## src/rtl/alu_ctrl_pkg.sv

```systemverilog
// Shared definitions for the ALU sharing controller: control codes,
// sequencer state encoding and the legal-code check.
package alu_ctrl_pkg;

  localparam logic [3:0] ALU_AND   = 4'b0000;
  localparam logic [3:0] ALU_OR    = 4'b0001;
  localparam logic [3:0] ALU_ADD   = 4'b0010;
  localparam logic [3:0] ALU_SUB   = 4'b0110;
  localparam logic [3:0] ALU_PASSB = 4'b0111;

  typedef enum logic [1:0] {
    IDLE = 2'd0,
    BUSY = 2'd1,
    RESP = 2'd2
  } state_t;

  // True for the control codes the shared ALU actually implements.
  function automatic logic is_legal_ctrl(input logic [3:0] ctrl);
    case (ctrl)
      ALU_AND, ALU_OR, ALU_ADD, ALU_SUB, ALU_PASSB: return 1'b1;
      default:                                      return 1'b0;
    endcase
  endfunction

endpackage

```

## src/rtl/rr_arb2.sv

```systemverilog
// Two-way round-robin grant: a lone requester wins; on a tie the
// requester that did not win last time is chosen. Purely combinational.
module rr_arb2 (
  input  logic [1:0] valid,
  input  logic       last_grant,
  output logic       gnt_valid,
  output logic       gnt_id
);

  // Grant selection from current valids and the previous winner.
  always_comb begin
    gnt_valid = |valid;
    gnt_id    = 1'b0;
    if (&valid) begin
      gnt_id = ~last_grant;
    end else if (valid[1]) begin
      gnt_id = 1'b1;
    end
  end

endmodule

```

## src/rtl/alu_share_ctrl.sv

```systemverilog
// Shares one ALU between two valid/ready requesters. One operation is in
// flight at a time: grant, hold ALU inputs for LAT cycles, sample result
// and zero flag, then present a buffered response tagged with the id.
module alu_share_ctrl
  import alu_ctrl_pkg::*;
#(
  parameter int DATA_W = 64,
  parameter int LAT    = 2
) (
  input  logic              clk,
  input  logic              rst_n,
  input  logic              r0_valid,
  output logic              r0_ready,
  input  logic [DATA_W-1:0] r0_op1,
  input  logic [DATA_W-1:0] r0_op2,
  input  logic [3:0]        r0_ctrl,
  input  logic              r1_valid,
  output logic              r1_ready,
  input  logic [DATA_W-1:0] r1_op1,
  input  logic [DATA_W-1:0] r1_op2,
  input  logic [3:0]        r1_ctrl,
  output logic [DATA_W-1:0] alu_op1,
  output logic [DATA_W-1:0] alu_op2,
  output logic [3:0]        alu_ctrl,
  input  logic [DATA_W-1:0] alu_out,
  input  logic              alu_zero,
  output logic              resp_valid,
  input  logic              resp_ready,
  output logic              resp_id,
  output logic [DATA_W-1:0] resp_data,
  output logic              resp_zero,
  output logic              resp_err
);

  localparam logic [3:0] LAT_M1 = 4'(LAT - 1);

  state_t              state_q, state_d;
  logic                last_grant_q, last_grant_d;
  logic [3:0]          cnt_q, cnt_d;
  logic [DATA_W-1:0]   alu_op1_q, alu_op1_d;
  logic [DATA_W-1:0]   alu_op2_q, alu_op2_d;
  logic [3:0]          alu_ctrl_q, alu_ctrl_d;
  logic                resp_id_q, resp_id_d;
  logic [DATA_W-1:0]   resp_data_q, resp_data_d;
  logic                resp_zero_q, resp_zero_d;
  logic                resp_err_q, resp_err_d;

  logic                gnt_valid, gnt_id;
  logic [DATA_W-1:0]   sel_op1, sel_op2;
  logic [3:0]          sel_ctrl;

  rr_arb2 u_arb (
    .valid      ({r1_valid, r0_valid}),
    .last_grant (last_grant_q),
    .gnt_valid  (gnt_valid),
    .gnt_id     (gnt_id)
  );

  // Ready only while idle, to the granted requester; never to both.
  always_comb begin
    r0_ready = (state_q == IDLE) && gnt_valid && !gnt_id;
    r1_ready = (state_q == IDLE) && gnt_valid &&  gnt_id;
    sel_op1  = gnt_id ? r1_op1  : r0_op1;
    sel_op2  = gnt_id ? r1_op2  : r0_op2;
    sel_ctrl = gnt_id ? r1_ctrl : r0_ctrl;
  end

  // Sequencer next-state: accept, wait out the ALU latency, hold response.
  always_comb begin
    // NOTE: every *_d defaults to its flop first so no path leaves a
    // variable unassigned, which would otherwise infer a latch.
    state_d      = state_q;
    last_grant_d = last_grant_q;
    cnt_d        = cnt_q;
    alu_op1_d    = alu_op1_q;
    alu_op2_d    = alu_op2_q;
    alu_ctrl_d   = alu_ctrl_q;
    resp_id_d    = resp_id_q;
    resp_data_d  = resp_data_q;
    resp_zero_d  = resp_zero_q;
    resp_err_d   = resp_err_q;

    case (state_q)
      IDLE: begin
        if (gnt_valid) begin
          resp_id_d    = gnt_id;
          last_grant_d = gnt_id;
          if (is_legal_ctrl(sel_ctrl)) begin
            alu_op1_d  = sel_op1;
            alu_op2_d  = sel_op2;
            alu_ctrl_d = sel_ctrl;
            cnt_d      = LAT_M1;
            state_d    = BUSY;
          end else begin
            // Illegal code: skip the ALU entirely and report an error.
            resp_err_d  = 1'b1;
            resp_data_d = '0;
            resp_zero_d = 1'b0;
            state_d     = RESP;
          end
        end
      end
      BUSY: begin
        if (cnt_q == 4'd0) begin
          resp_data_d = alu_out;
          resp_zero_d = alu_zero;
          resp_err_d  = 1'b0;
          state_d     = RESP;
        end else begin
          cnt_d = cnt_q - 4'd1;
        end
      end
      RESP: begin
        if (resp_ready) begin
          state_d = IDLE;
        end
      end
      default: state_d = IDLE;
    endcase
  end

  // State and datapath registers; reset drops any in-flight work.
  always_ff @(posedge clk or negedge rst_n) begin
    if (!rst_n) begin
      state_q      <= IDLE;
      last_grant_q <= 1'b1;
      cnt_q        <= 4'd0;
      alu_op1_q    <= '0;
      alu_op2_q    <= '0;
      alu_ctrl_q   <= ALU_AND;
      resp_id_q    <= 1'b0;
      resp_data_q  <= '0;
      resp_zero_q  <= 1'b0;
      resp_err_q   <= 1'b0;
    end else begin
      // NOTE: non-blocking so every flop samples pre-edge values together.
      state_q      <= state_d;
      last_grant_q <= last_grant_d;
      cnt_q        <= cnt_d;
      alu_op1_q    <= alu_op1_d;
      alu_op2_q    <= alu_op2_d;
      alu_ctrl_q   <= alu_ctrl_d;
      resp_id_q    <= resp_id_d;
      resp_data_q  <= resp_data_d;
      resp_zero_q  <= resp_zero_d;
      resp_err_q   <= resp_err_d;
    end
  end

  assign alu_op1    = alu_op1_q;
  assign alu_op2    = alu_op2_q;
  assign alu_ctrl   = alu_ctrl_q;
  assign resp_valid = (state_q == RESP);
  assign resp_id    = resp_id_q;
  assign resp_data  = resp_data_q;
  assign resp_zero  = resp_zero_q;
  assign resp_err   = resp_err_q;

endmodule

```

## config.mk

```make
export PLATFORM = sky130hd
export DESIGN_NAME = alu_share_ctrl
export DESIGN_NICKNAME = d
export VERILOG_FILES = /design/src/rtl/alu_ctrl_pkg.sv /design/src/rtl/rr_arb2.sv /design/src/rtl/alu_share_ctrl.sv
export SDC_FILE = /design/constraint.sdc
export NUM_CORES = 1
export LEC_CHECK = 0
export BUFFER_PORTS_ARGS = -buffer_cell sky130_fd_sc_hd__clkbuf_2
export CAP_MARGIN = 20
export CELL_PAD_IN_SITES_DETAIL_PLACEMENT = 1
export CELL_PAD_IN_SITES_GLOBAL_PLACEMENT = 1
export CORE_AREA = 3 3 206 208
export DETAILED_ROUTE_END_ITERATION = 12
export DIE_AREA = 0 0 209 211
export PLACE_DENSITY = 0.74
export SLEW_MARGIN = 10
export SYNTH_ARGS = -nofsm -noshare
export SYNTH_HDL_FRONTEND = slang
export SYNTH_SLANG_ARGS = --single-unit
export TNS_END_PERCENT = 30
```

## constraint.sdc

```tcl
create_clock -name clk -period 2.3 [get_ports clk]
set_input_delay 0.115 -clock clk [delete_from_list [all_inputs] [get_ports clk]]
set_output_delay 0.115 -clock clk [all_outputs]
set_load 0.01 [all_outputs]
```

==> impl_metrics.py <==
metrics = {
    "critical_path": {
        "slowest_delay_ns": 0.58,
        "start_kind": "flip-flop",
        "cp_max_fo": 32,
        "ff2ff_setup_slack_ns": 0.09,
        "reg2reg_from": "last_grant_q",
        "critPathSlowestCell": "dfstp_2",
        "ff2ff_path_depth": 6,
        "rr_endpoint": "resp_data[4]",
        "path_cells": "a21bo_4 > a2111oi_2 > or2_4 > a2111o_2 > clkbuf_16 > a22o_1",
        "end_kind": "flip-flop",
        "cp.required_ns": 2.70,
        "setup.worst_path.class": "reg -> reg",
        "crit_arrival_ns": 2.61,
    },
    "global_route": {
        "grt_max_degree": 133,
        "grt-ovfl-total": 0,
        "antenna_found_initial": 15,
        "grt_pass1_vias": 12800,
        "track_usage": 0.216,
        "grt_pass1_wl_um": 75100,
    },
    "placed_design": {
        "place.port_buffers": 535,
        "placed_area_um2": 12200,
        "dp_cells": 1951,
        "place_congestion": 0.790,
        "dp_hpwl_um": 28100,
    },
    "route": {
        "vias": 11100,
        "drc_errors": 0,
        "via_per_inst": 4.75,
        "dr.pass1.iters": 6,
        "routedWlPerCell_um": 21.5,
        "antenna_left": 0,
        "drt-total-wl_um": 50400,
        "drt_iter0_drc": 693,
    },
    "worst_hold_path": {
        "whs_endpoint": "resp_err",
        "hold_depth": 4,
        "min-delay-start": "r1_valid",
        "hold_class": "in -> reg",
    },
    "die": {
        "dieWidth_um": 209,
        "start_util": 0.213,
        "die_h_um": 211,
        "io_pins": 536,
        "dieArea_um2": 44100,
        "core_um2": 40700,
        "row_count": 74,
    },
    "timing": {
        "period_minus_slack_ns": 2.21,
        "tightest_slew_ns": 0.749,
        "clock.fmax_ghz": 0.452,
        "layout_worst_path_cycle_share": 0.961,
        "setup_violations": 0,
        "setup_tns_ns": 0,
        "report.final.slew_viol_count": 0,
        "hold_viol": 0,
        "max_slew_margin": 0.501,
        "fin_skew_ns": 0.00807,
    },
    "power_and_ir_drop": {
        "p_per_area_nw_per_um2": 1080,
        "p_leak_uw": 0.00817,
        "vdd_ir_drop_max_mv": 0.742,
        "total_power_uw": 17700,
    },
    "synth": {
        "yosysMostFrequentCell": "nand2_1",
        "synth_top_area_share": 0.592,
        "syn_inst": 916,
        "ys_top_cells_by_count": "nand2_1 (265), dfrtp_1 (205), nor2_1 (139)",
        "netlist_area_um2": 8670,
        "synth-seq-cells": 206,
        "synth_area_leaders": "dfrtp_1 (59%), nand2_1 (11%), a31oi_1 (9.5%), a22o_1 (6.7%), nor2_1 (6.0%)",
        "synth_fp_nets": 1252,
        "synth_area_per_cell_um2": 9.46,
        "yosys.area.top_type": "dfrtp_1",
        "synth_cell_types": 34,
        "yosysWarnings": 0,
        "ys.flop_type": "dfrtp_1",
        "synth_edf_count": 0,
        "ys_seq_area_frac": 0.595,
        "async_reset_ff_frac": 1.00,
    },
    "final_layout": {
        "final_cells": 2343,
        "finalNetCount": 2111,
        "stdcell_area_um2": 16500,
        "layout-drive-gt1-share": 0.352,
        "area_growth_syn_to_layout_pct": 90.0,
        "final_util": 0.404,
    },
    "clocking": {
        "postCtsSetupBuffers": 0,
        "cts.sinks": 206,
        "cts_max_path_buffers": 3,
        "clkLatencyLatePin_ns": 0.53,
        "cts_tree": "yes",
        "htreeDepth": 1,
        "cts_root_buf": "clkbuf_16",
        "cts_buffers": 24,
        "clk_pin_slew_ns": 0.06,
    },
    "run": {
        "maxCapViolCount": 0,
    },
    "status": {
        "status": "finished clean",
    },
}
## sequential cells by signal (all words and copies together) (netlist names)
signal,count
alu_ctrl,4
alu_op1,64
alu_op2,64
cnt_q,4
last_grant_q,1
resp_data,64
resp_err,1
resp_id,1
resp_zero,1
state_q,2
## where the power goes
part           switching [uW]  internal [uW]
clock network            1590           2590
logic                    4210           3070
registers                1110           5180
total                    6910          10800
## worst max-delay path, delay by kind of cell, from the launching register on
kind                   cells  cell delay [ns]
AO/OA/AOI/OAI              4             0.96
buffers and inverters      1             0.23
AND/OR/NAND/NOR            1             0.29
flip-flops                 1             0.58
## layout make-up
class	count	area, um^2
Fill cell	4707	24300
Multi-Input combinational cell	631	3220
Clock inverter	9	145
Inverter	7	26.3
Clock buffer	35	713
Timing Repair Buffer	905	6490
Sequential cell	206	5160
Tap cell	532	666
Antenna cell	18	45.0
## how the worst max path moves through the flow
stage | start | endpoint | slack [ns] | cells past startpoint
final | last_grant_q | resp_data[4] | 0.09 | 6
after global routing | last_grant_q | alu_op2[47] | -0.01 | 7
after CTS | last_grant_q | r1_ready | 0.006 | 4
after detailed placement | r0_ctrl[2] | resp_data[52] | 0.03 | 8
after global placement | r0_ctrl[2] | resp_data[27] | 0.03 | 8
after floorplan | last_grant_q | resp_data[35] | 0.15 | 8
## logic make-up after synthesis
logic type,Yosys count,synth area share
AOI/OAI and AO/OA,213,0.177
adders and majority gates,2,0.00289
buffers and inverters,79,0.0406
DFF,206,0.595
muxes,2,0.00245
and+or+nand+nor,414,0.183
## layer usage
metal  track usage  wire, um
met5             0         0
met4         0.121      3020
met3        0.0517      3430
met2         0.382     25100
met1         0.239     18800
## layout by cell type (no fill, tap or decap), types with 6 or more instances in the layout
cell type / n
clkbuf_2: 534
dlygate4sd3_1: 329
nand2_1: 265
dfrtp_1: 205
nor2_1: 137
a31oi_1: 129
a22o_1: 66
clkbuf_16: 26
buf_4: 26
diode_2: 18
buf_12: 12
inv_1: 7
clkbuf_8: 6
## metrics by stage
step / hold slack [ns] / setup slack, ns
floorplan: -0.181 / 0.147
global placement: 0.182 / 0.0284
global route: 0.154 / -0.0103
CTS: 0.0892 / 0.00623
finish: 0.111 / 0.0899
detailed placement: 0.186 / 0.0251
## what timing repair did
action	CTS	global route
resized for setup	1	7
cloned	0	1
hold buffers	329	0
pin swaps	0	1
endpoints found under the setup margin	1	127
endpoints found under the hold margin	258	0
Note: power is estimated with default switching activity, not from simulation.
